<file path="config.mk">
export PLATFORM = sky130hd
export DESIGN_NAME = leaf_out_packetizer
export DESIGN_NICKNAME = d
export VERILOG_FILES = /design/src/rtl/leaf_out_packetizer.sv
export SDC_FILE = /design/constraint.sdc
export NUM_CORES = 1
export LEC_CHECK = 0
export CORE_MARGIN = 2
export CORE_UTILIZATION = 43
export DETAILED_ROUTE_END_ITERATION = 7
export PLACE_DENSITY = 0.76
export REMOVE_ABC_BUFFERS = 1
export SYNTH_ARGS = -nofsm -noshare
export SYNTH_HDL_FRONTEND = slang
export SYNTH_SLANG_ARGS = --single-unit
</file>
<file path="constraint.sdc">
create_clock -name clk -period 7.49 [get_ports clk]
set_input_delay 0.749 -clock clk [delete_from_list [all_inputs] [get_ports clk]]
set_output_delay 0.749 -clock clk [all_outputs]
set_load 0.02 [all_outputs]
</file>
<file path="src/rtl/leaf_out_packetizer.sv">
// Output side of a parametrised leaf shell. Round-robin arbitration of user output
// streams into BFT packets, gated by per-port credits that track remote buffer space.
module leaf_out_packetizer #(
    parameter int PACKET_BITS   = 49,
    parameter int PAYLOAD_BITS  = 32,
    parameter int NUM_LEAF_BITS = 5,
    parameter int NUM_PORT_BITS = 4,
    parameter int NUM_ADDR_BITS = 7,
    parameter int NUM_OUT_PORTS = 7,
    parameter int CREDIT_INIT   = 64,
    parameter int CREDIT_BITS   = 8
) (
    input  logic                                   clk,
    input  logic                                   reset,
    input  logic [NUM_OUT_PORTS*PAYLOAD_BITS-1:0]  din_leaf_user2interface,
    input  logic [NUM_OUT_PORTS-1:0]               vld_user2interface,
    output logic [NUM_OUT_PORTS-1:0]               ack_interface2user,
    input  logic                                   cfg_we,
    input  logic [NUM_PORT_BITS-1:0]               cfg_port,
    input  logic [NUM_LEAF_BITS+NUM_PORT_BITS-1:0] cfg_dest,
    input  logic                                   credit_vld,
    input  logic [NUM_PORT_BITS-1:0]               credit_port,
    input  logic [CREDIT_BITS-1:0]                 credit_cnt,
    input  logic                                   resend,
    input  logic                                   bft_ready,
    output logic [PACKET_BITS-1:0]                 dout_leaf_interface2bft
);

    localparam int DEST_BITS = NUM_LEAF_BITS + NUM_PORT_BITS;
    localparam int PTR_BITS  = (NUM_OUT_PORTS > 1) ? $clog2(NUM_OUT_PORTS) : 1;
    localparam logic [PTR_BITS:0]      PTR_LIMIT    = (PTR_BITS+1)'(NUM_OUT_PORTS);
    localparam logic [CREDIT_BITS-1:0] CREDIT_RESET = CREDIT_BITS'(CREDIT_INIT);
    localparam logic [CREDIT_BITS:0]   CREDIT_MAX   = {1'b0, {CREDIT_BITS{1'b1}}};

    logic [PACKET_BITS-1:0]   out_q;
    logic [PTR_BITS-1:0]      ptr_q;
    logic [CREDIT_BITS-1:0]   credit_q [NUM_OUT_PORTS];
    logic [CREDIT_BITS-1:0]   credit_d [NUM_OUT_PORTS];
    logic [NUM_ADDR_BITS-1:0] seq_q    [NUM_OUT_PORTS];
    logic [DEST_BITS-1:0]     dest_q   [NUM_OUT_PORTS];
    logic [PAYLOAD_BITS-1:0]  payload  [NUM_OUT_PORTS];

    logic                     out_valid;
    logic                     drain;
    logic                     can_load;
    logic [NUM_OUT_PORTS-1:0] elig;
    logic                     win;
    logic [PTR_BITS-1:0]      win_idx;
    logic [PTR_BITS-1:0]      ptr_next;
    logic [PTR_BITS:0]        scan;
    logic [PTR_BITS:0]        ptr_inc;
    logic [CREDIT_BITS:0]     credit_sum;
    logic [PACKET_BITS-1:0]   packet;

    // The held packet only leaves while resend is low, so a resend never loses it.
    assign out_valid = out_q[PACKET_BITS-1];
    assign drain     = out_valid && bft_ready && !resend;
    assign can_load  = reset && !resend && (!out_valid || bft_ready);

    always_comb begin
        for (int i = 0; i < NUM_OUT_PORTS; i++) begin
            elig[i]    = can_load && vld_user2interface[i] && (credit_q[i] != '0);
            payload[i] = din_leaf_user2interface[i*PAYLOAD_BITS +: PAYLOAD_BITS];
        end
    end

    always_comb begin
        win     = 1'b0;
        win_idx = '0;
        scan    = '0;
        for (int k = 0; k < NUM_OUT_PORTS; k++) begin
            scan = {1'b0, ptr_q} + (PTR_BITS+1)'(k);
            if (scan >= PTR_LIMIT) begin
                scan = scan - PTR_LIMIT;
            end
            if (!win && elig[scan[PTR_BITS-1:0]]) begin
                win     = 1'b1;
                win_idx = scan[PTR_BITS-1:0];
            end
        end
    end

    always_comb begin
        ptr_inc  = {1'b0, win_idx} + (PTR_BITS+1)'(1);
        ptr_next = (ptr_inc >= PTR_LIMIT) ? '0 : ptr_inc[PTR_BITS-1:0];
    end

    always_comb begin
        ack_interface2user = '0;
        if (win) begin
            ack_interface2user[win_idx] = 1'b1;
        end
    end

    assign packet = {1'b1, dest_q[win_idx], seq_q[win_idx], payload[win_idx]};

    // Out-of-range credit_port never matches a port index, so it is dropped for free.
    always_comb begin
        credit_sum = '0;
        for (int i = 0; i < NUM_OUT_PORTS; i++) begin
            credit_sum = {1'b0, credit_q[i]};
            if (credit_vld && credit_port == NUM_PORT_BITS'(i)) begin
                credit_sum = credit_sum + {1'b0, credit_cnt};
            end
            if (win && win_idx == PTR_BITS'(i)) begin
                credit_sum = credit_sum - (CREDIT_BITS+1)'(1);
            end
            credit_d[i] = (credit_sum > CREDIT_MAX) ? {CREDIT_BITS{1'b1}}
                                                    : credit_sum[CREDIT_BITS-1:0];
        end
    end

    always_ff @(posedge clk or negedge reset) begin
        if (!reset) begin
            out_q <= '0;
            ptr_q <= '0;
            for (int i = 0; i < NUM_OUT_PORTS; i++) begin
                credit_q[i] <= CREDIT_RESET;
                seq_q[i]    <= '0;
                dest_q[i]   <= '0;
            end
        end else begin
            if (win) begin
                out_q          <= packet;
                ptr_q          <= ptr_next;
                seq_q[win_idx] <= seq_q[win_idx] + NUM_ADDR_BITS'(1);
            end else if (drain) begin
                out_q <= '0;
            end
            // Destination writes land after this cycle's packet has been built.
            for (int i = 0; i < NUM_OUT_PORTS; i++) begin
                credit_q[i] <= credit_d[i];
                if (cfg_we && cfg_port == NUM_PORT_BITS'(i)) begin
                    dest_q[i] <= cfg_dest;
                end
            end
        end
    end

    assign dout_leaf_interface2bft = resend ? '0 : out_q;

endmodule
</file>
==> impl_metrics.toml, run 1 <==
[floorplanning]
io-pin-count = 318
rows = 70
initial_utilization_pct = 43.83
die_x_um = 197.6
core_mm2 = 0.03679
die_height_um = 197.6
die_outline_area_mm2 = 0.03906

[synth]
synth_compound_area_share_pct = 19.51
syn_area_per_cell_um2 = 9.580
synth.cell_area_mm2 = 0.01612
synth_simple_gate_area_share_pct = 15.36
synth_fa_ha_area_share_pct = 7.357
synth-edff-count = 0
synth_seq_area_share_pct = 34.20
synth_ff_type = "dfrtp_1"
synth.mux.area_fraction_pct = 14.05
synth.largest_area_cell = "dfrtp_1"
ys_warn_count = 0
distinct_cell_type_count_after_synthesis = 93
yosysTopAreaCellShare_pct = 33.06
synth-seq-cells = 220
post_synth_main_area_contributors = "dfrtp_1 33%, mux2_2 8.3%, ha_1 6.4%"
largest_family_of_logic_cells_by_synthesized_area = "compound AO/OA/AOI/OAI gates"
synth_xor_xnor_area_share_pct = 6.123
postSynthCellCount = 1683
async_flop_share_pct = 100.0

[run_status]
outcome = "finished, final reports clean"

[worst_setup_path]
worst-endpoint-arrival_ps = 6240
timing.critical_path.slowest_stage_cell = "o32ai_2"
worst_ep_required_time_ps = 6740
critical_path.startpoint_type = "flop"
crit_path_frequent_cell = "inv_1"
slowest_stage_delay_cp_ps = 860
worstSetupEndpointType = "output port"
criticalPathCategory = "reg -> out"
crit_chain = "inv_1, ha_1, inv_1, fa_1, o21ai_0, or3_1, o22a_1, o311ai_2, or3_4, o32ai_2, and3_1, nand2_1, inv_1, clkdlybuf4s50_1"
path_max_fanout = 12

[final_layout]
drive_above_1_share_pct = 12.40
area_growth_pct = 28.29
num_antenna_cells = 0
final_nets = 2315

[sta]
achievable-frequency_mhz = 143.1
finalSetupViolCount = 0
period_share_pct = 93.31
fin_ws_ps = 501.0
rsz0062_at_grt = "false"
timing.final.crit_period_ps = 6989
tightest_slew_margin_relative_to_the_limit_pct = 18.69
skew_ps = 6.816
finalHoldViolCount = 0
worst-slew-pin-transition_ps = 1216
slew_viol_final = 0

[clock_tree]
clock_insertion_delay_worst_skew_ps = 550
tritoncts = "built"
cts_setup_buffers = 0
cts-htree-levels = 1
clk_root_buffer_cell = "clkbuf_16"
post_cts_resize_count = 0
clock_tree_sinks = 220
hold_buffers = 0
cts.reportedPaths.clkPinSlew_ps = 60
cts-root-to-sink-buffers = 3
cts_made_buffers = 27

[global_route]
grt_pass1_vias = 14680
grt-ovfl-total = 0
grt_use_total_pct = 27.21
grt_antenna_before_repair = 1
grt_pass1_wl_um = 83530
maximum_number_of_pins_on_one_net_before_global_route_repair = 156

[place]
portBuffers = 317
gp_routability_congestion = 0.9244
dp.final_hpwl_um = 39530
dp_slack_ps = 835.3

[detailed_routing]
final_routed_wirelength_across_all_metal_layers_um = 54640
route.vias.total = 14750
drt-wirelength-per-cell_um = 22.29
drt_first_iter_violations = 1234
drt.antenna.violating_nets = 0
drt_first_pass_iters = 5
avgViaCountPerCell = 6.016
detail_route.drc_violations = 0

[job]
timing.max_cap.violations = 0

[worst_hold_path]
min_path_type = "in -> async"
[through the flow]
stage	cells	TNS, ps	hold WS [ps]	util, %	instance area, um^2
global route	2452	0	207.4	56.23	20680
CTS	2452	0	188.8	56.23	20680
global placement	2402	0	451.7	53.70	19750
detailed placement	2402	0	458.6	53.70	19750
floorplan	1591	-80710	439.5	-	15720
finish	2452	0	177.2	56.23	20680
[routing by layer]
metal	vias to the layer above	part of all wire, %	GRT usage, %
li1	6803	-	-
met1	7279	45	39.21
met2	587	46	43.35
met3	80	7.1	4.234
met4	2	1.8	5.375
met5	-	0.024	0
[state kept, by name, summed over array words and instances, names as in the netlist]
signal	flops
out_q	49
ptr_q	3
credit_q	56
dest_q	63
seq_q	49
[layout by cell type (no fill, tap or decap), types with 25 or more instances in the layout]
cell and count:
clkdlybuf4s50_1 315, dfrtp_1 212, nand2_1 194, mux2_2 119, mux2i_1 88, ha_1 82, a21oi_1 80, xnor2_1 79
o221ai_1 79, nor2b_1 64, nor2_1 58, o21ai_0 50, nand3_1 48, a21o_1 46, inv_1 37, xor2_1 30
clkbuf_16 27, o21ai_1 25, o22ai_1 25, buf_4 25
[cell type report]
cell class	count	area, um^2
clock inverters	12	162.7
flip-flops and latches	220	5515
multi-input cells	1333	10130
well taps	468	585.6
fillers	3126	16100
inverters	38	142.6
repair buffers	343	3381
clock buffers	38	767.0
[cell usage after synthesis (17+ instances only)]
cell      instances
nand4_1          17
nand3_1          49
o22ai_1          25
ha_1             82
clkbuf_1         51
dfrtp_1         213
nor4_1           20
buf_2            25
o21ai_0          50
o221ai_1         79
a21o_1           46
o21bai_1         20
o21a_1           17
nand2_1         195
a21oi_1          81
nor2_1           58
mux2_2          119
inv_1            37
nor2b_1          64
mux2i_1          88
xor2_1           30
xnor2_1          79
o21ai_1          25
[cell families (layout without fill, tap and decap cells)]
| kind of cell | after synthesis | in the layout |
|---|---|---|
| flip-flops | 220 | 220 |
| buffers and inverters | 130 | 431 |
| adder cells (fa/ha/maj) | 90 | 90 |
| AO/OA/AOI/OAI | 434 | 434 |
| AND/OR/NAND/NOR | 489 | 489 |
| XOR/XNOR | 111 | 111 |
| multiplexers | 209 | 209 |
[worst paths after layout]
kind                                          to  slack [ps]      start  cells after the start
hold reg to reg                        out_q[46]         470  out_q[46]                      1
setup reg to reg                    credit_q[21]         890   ptr_q[1]                     19
setup / recovery           ack_interface2user[3]         500   ptr_q[1]                     14
max in group asynchronous              out_q[19]        6060      reset                      2
hold / removal                      credit_q[15]         180      reset                      1
min in group clk                       out_q[46]         470  out_q[46]                      1
[critical path, delay by kind of cell (launching register included)]
family	cells	cell delay, ps
buffers and inverters	4	1140
adder cells (fa/ha/maj)	2	800
AO/OA/AOI/OAI	4	1800
AND/OR/NAND/NOR	4	1440
flip-flops	1	490
Power of run 1 is left out: the tool's default activity adds up to more than one toggle a clock period on the data nets, which glitch-free logic cannot reach.
==> inputs of run 2 (changes only) <==
--- a/config.mk
+++ b/config.mk
@@ -5,8 +5,10 @@
 export SDC_FILE = /design/constraint.sdc
 export NUM_CORES = 1
 export LEC_CHECK = 0
+export CORE_ASPECT_RATIO = 0.7
 export CORE_MARGIN = 2
 export CORE_UTILIZATION = 43
+export CTS_CLUSTER_SIZE = 20
 export DETAILED_ROUTE_END_ITERATION = 7
 export PLACE_DENSITY = 0.76
 export REMOVE_ABC_BUFFERS = 1
==> impl_metrics.toml, run 2 (same netlist as run 1, synthesis figures left out) <==
[run_status]
outcome = "finished, final reports clean"

[detailed_routing]
drt_first_pass_iters = 5
drt-wirelength-per-cell_um = 21.67
final_routed_wirelength_across_all_metal_layers_um = 53490
avgViaCountPerCell = 5.989
detail_route.drc_violations = 0
route.vias.total = 14780
drt_first_iter_violations = 1226
drt.antenna.violating_nets = 0

[clock_tree]
clock_insertion_delay_worst_skew_ps = 540
clk_root_buffer_cell = "clkbuf_16"
cts-root-to-sink-buffers = 3
clock_tree_sinks = 220
tritoncts = "built"
cts_setup_buffers = 0
cts_made_buffers = 23
cts-htree-levels = 1
cts.reportedPaths.clkPinSlew_ps = 70
hold_buffers = 0
post_cts_resize_count = 0

[worst_setup_path]
worst-endpoint-arrival_ps = 6280
regToRegSetupSlack_ps = 990
crit_chain = "inv_1, ha_1, inv_1, fa_1, o21ai_0, or3_1, o22a_1, o311ai_2, or3_4, or3b_1, a22o_2, inv_2, and2_1, nand2_1, buf_4, inv_1, clkdlybuf4s50_1"
crit_path_frequent_cell = "inv_1"
worstSetupEndpointType = "output port"
path_max_fanout = 21
slowest_stage_delay_cp_ps = 630
timing.critical_path.slowest_stage_cell = "clkdlybuf4s50_1"
critical_path.top_delay_family = "buffers and inverters"
critical_path.startpoint_type = "flop"
worst_ep_required_time_ps = 6740
criticalPathCategory = "reg -> out"
critPathBufInv = 6

[global_route]
groute.layer.met3.usage_pct = 4.837
grt_use_total_pct = 26.84
grt_antenna_before_repair = 1
maximum_number_of_pins_on_one_net_before_global_route_repair = 79
grt_use_met2_pct = 43.02
grt_pass1_wl_um = 84300
groute.layer.met1.usage_pct = 37.46
grt-ovfl-total = 0
global_route.peak_usage_layer = "met2"
grt_pass1_vias = 14970

[job]
timing.max_cap.violations = 0

[final_layout]
drive_above_1_share_pct = 12.37
largest-register = "dest_q"
final_nets = 2315
layout_commonest_cell = "clkdlybuf4s50_1"
reg.largest.list = "dest_q (63), credit_q (56)"
fillCellCount = 3181
layout.cells.most_common_list = "315 x clkdlybuf4s50_1, 213 x dfrtp_1, 194 x nand2_1"
area_growth_pct = 27.56
multi_input_area_mm2 = 0.01013
num_antenna_cells = 0
register_area_mm2 = 0.005514
largest_register_ff_count = 63

[sta]
finalHoldViolCount = 0
skew_ps = 15.08
tightest_slew_margin_relative_to_the_limit_pct = 16.21
timing.final.crit_period_ps = 7030
worst-slew-pin-transition_ps = 1254
period_share_pct = 93.86
fin_ws_ps = 460.0
rsz0062_at_grt = "false"
slew_viol_final = 0
achievable-frequency_mhz = 142.2
finalSetupViolCount = 0

[floorplanning]
die_height_um = 166.0
io-pin-count = 318
die_x_um = 235.4
rows = 59
core_mm2 = 0.03706
die_outline_area_mm2 = 0.03909
initial_utilization_pct = 43.51

[place]
gp_routability_congestion = 0.9423
dp.final_hpwl_um = 39580
portBuffers = 317
dp_slack_ps = 1016

[worst_hold_path]
min_path_type = "in -> async"
==> run 2: changes by cell type in the layout (fill, tap and decap cells not counted), moves of 3 or more <==
cell and delta:
clkbuf_16 -4, clkinv_2 +3, buf_4 +5, clkbuf_1 -3
==> run 2: per-stage QoR <==
step | setup TNS [ps] | instances | cell area, um^2 | util (%) | hold slack, ps
6_report | 0 | 2468 | 20570 | 55.50 | 67.80
5_1_grt | 0 | 2468 | 20570 | 55.50 | 63.39
4_1_cts | 0 | 2468 | 20570 | 55.50 | 59.27
3_5_place_dp | 0 | 2426 | 19790 | 53.41 | 457.3
3_3_place_gp | 0 | 2426 | 19790 | 53.41 | 452.2
2_1_floorplan | -80710 | 1591 | 15720 | - | 439.5
==> run 2: path summary, 6_finish.rpt <==
check                                   endpoint  cells after the start      start
setup reg to reg                    credit_q[11]                     19   ptr_q[1]
hold reg to reg                        out_q[13]                      1  out_q[13]
min in group clk                       out_q[13]                      1  out_q[13]
setup / recovery           ack_interface2user[1]                     17   ptr_q[1]
hold / removal                         out_q[37]                      1      reset
max in group asynchronous             dest_q[36]                      3      reset
==> run 2: cell type report <==
| type | count | share of cell area (%) |
|---|---|---|
| clock buffers | 30 | 3.121 |
| repair buffers | 347 | 16.52 |
| inverters | 38 | 0.6935 |
| clock inverters | 12 | 0.6388 |
| flip-flops and latches | 220 | 26.81 |
| multi-input cells | 1333 | 49.25 |
| well taps | 488 | 2.969 |
==> run 2: layer usage <==
| metal | part of all wire [%] | vias up |
|---|---|---|
| met4 | 2.5 | 2 |
| li1 | - | 6802 |
| met5 | 0.024 | - |
| met2 | 46 | 564 |
| met1 | 45 | 7319 |
| met3 | 6.9 | 93 |
Power of run 2 is left out for the same reason.
==> inputs of run 3 (changes only) <==
--- a/config.mk
+++ b/config.mk
@@ -7,10 +7,10 @@
 export LEC_CHECK = 0
 export CORE_ASPECT_RATIO = 0.7
 export CORE_MARGIN = 2
-export CORE_UTILIZATION = 43
+export CORE_UTILIZATION = 53
 export CTS_CLUSTER_SIZE = 20
 export DETAILED_ROUTE_END_ITERATION = 7
-export PLACE_DENSITY = 0.76
+export PLACE_DENSITY = 0.9
 export REMOVE_ABC_BUFFERS = 1
 export SYNTH_ARGS = -nofsm -noshare
 export SYNTH_HDL_FRONTEND = slang
==> impl_metrics.toml, run 3 (same netlist as run 1, synthesis figures left out) <==
[run_status]
outcome = "finished, final reports clean"

[worst_setup_path]
crit_path_frequent_cell = "inv_1"
crit_chain = "inv_1, ha_1, inv_1, mux2i_1, o31ai_1, o311ai_2, o21ai_1, or3_4, or3b_1, a22o_4, inv_2, and2_1, nand3_1, inv_1, clkdlybuf4s50_1"
critPathBufInv = 5
worst_ep_required_time_ps = 6740
worst-endpoint-arrival_ps = 6250
r2r_cells = 19
criticalPathCategory = "reg -> out"
worstSetupEndpointType = "output port"
timing.critical_path.slowest_stage_cell = "dfrtp_1"
critical_path.startpoint_type = "flop"
critical_path.top_delay_family = "buffers and inverters"
slowest_stage_delay_cp_ps = 760
cp_num_cells = 15
path_max_fanout = 29

[sta]
period_share_pct = 93.45
timing.final.crit_period_ps = 6999
fin_ws_ps = 490.7
skew_ps = 25.09
achievable-frequency_mhz = 142.9
rsz0062_at_grt = "false"
finalSetupViolCount = 0
slew_viol_final = 0
tightest_slew_margin_relative_to_the_limit_pct = 19.58
finalHoldViolCount = 0
worst-slew-pin-transition_ps = 1203

[clock_tree]
cts.reportedPaths.clkPinSlew_ps = 60
hold_buffers = 0
cts_made_buffers = 24
cts_setup_buffers = 0
cts-htree-levels = 1
clk_root_buffer_cell = "clkbuf_16"
clock_insertion_delay_worst_skew_ps = 540
post_cts_resize_count = 0
tritoncts = "built"
cts-root-to-sink-buffers = 3
clock_tree_sinks = 220

[final_layout]
largest-register = "dest_q"
fillCellCount = 2227
reg.largest.list = "dest_q (63), credit_q (56)"
layout_commonest_cell = "clkdlybuf4s50_1"
final_core_util_pct = 68.54
drive_above_1_share_pct = 12.55
register_area_mm2 = 0.005514
multi_input_area_mm2 = 0.01014
final_nets = 2318
area_growth_pct = 27.42
layout.cells.most_common_list = "315 x clkdlybuf4s50_1, 213 x dfrtp_1, 194 x nand2_1"
layoutNonFillerInstCount = 2397
largest_register_ff_count = 63

[global_route]
grt_use_total_pct = 34.31
maximum_number_of_pins_on_one_net_before_global_route_repair = 72
grt_antenna_before_repair = 2
grt_pass1_wl_um = 85610
grt_pass1_vias = 15300
grt-ovfl-total = 0

[detailed_routing]
highest-signal-layer = "met5"
route.vias.total = 15430
detail_route.drc_violations = 0
drt_first_iter_violations = 1516
met2RoutedLength_um = 25150
route.met3.wl_um = 5925
avgViaCountPerCell = 6.436
drt-wirelength-per-cell_um = 23.51
drt.antenna.violating_nets = 0
routedLengthMet1_um = 23320
final_routed_wirelength_across_all_metal_layers_um = 56360
drt_first_pass_iters = 8

[place]
portBuffers = 317
dp.final_hpwl_um = 40900
gp_routability_congestion = 0.9295
dp.cells = 2352
dp_slack_ps = 961.7

[floorplanning]
rows = 53
core_mm2 = 0.02997
io-pin-count = 318
die_x_um = 212.5
die_outline_area_mm2 = 0.03185
initial_utilization_pct = 53.79
die_height_um = 149.9

[job]
timing.max_cap.violations = 0

[worst_hold_path]
min_path_type = "in -> async"
-- run 3: changes by cell type in the layout (fill, tap and decap cells not counted), sizes merged --
| cell | delta |
|---|---|
| buf | +2 |
| clkbuf | +2 |
| clkinvlp | +1 |
| diode | +1 |
| inv | -1 |
-- run 3: cell type report --
cell class,instances,area share [%]
Antenna cell,1,0.01218
Clock buffer,32,3.265
Clock inverter,12,0.7004
Inverter,38,0.6943
Multi-Input combinational cell,1333,49.36
Sequential cell,220,26.84
Tap cell,412,2.509
Timing Repair Buffer,349,16.61
-- run 3: final timing paths --
| kind | end | from | slack (ps) |
|---|---|---|---|
| worst max register to register | seq_q[13] | ptr_q[0] | 930 |
| worst min-delay path | credit_q[37] | reset | 60 |
| min in group clk | out_q[24] | out_q[24] | 470 |
| worst max-delay path | ack_interface2user[0] | ptr_q[0] | 490 |
| max in group asynchronous | out_q[27] | reset | 5350 |
| worst min register to register | out_q[24] | out_q[24] | 470 |
-- run 3: routing by layer --
| metal | GRT usage, % | vias up |
|---|---|---|
| met1 | 47.64 | 7545 |
| met4 | 11.92 | 4 |
| met3 | 8.541 | 168 |
| li1 | - | 6793 |
| met2 | 52.04 | 916 |
| met5 | 1.881 | - |
-- run 3: per-stage QoR --
stage / area [um^2] / hold WS, ps / TNS [ps]
2_1_floorplan: 15720 / 439.5 / -80710
3_3_place_gp: 19730 / 451.0 / 0
3_5_place_dp: 19730 / 457.2 / 0
4_1_cts: 20540 / 54.18 / 0
5_1_grt: 20540 / 68.89 / 0
6_report: 20540 / 64.89 / 0
Power of run 3 is left out for the same reason.
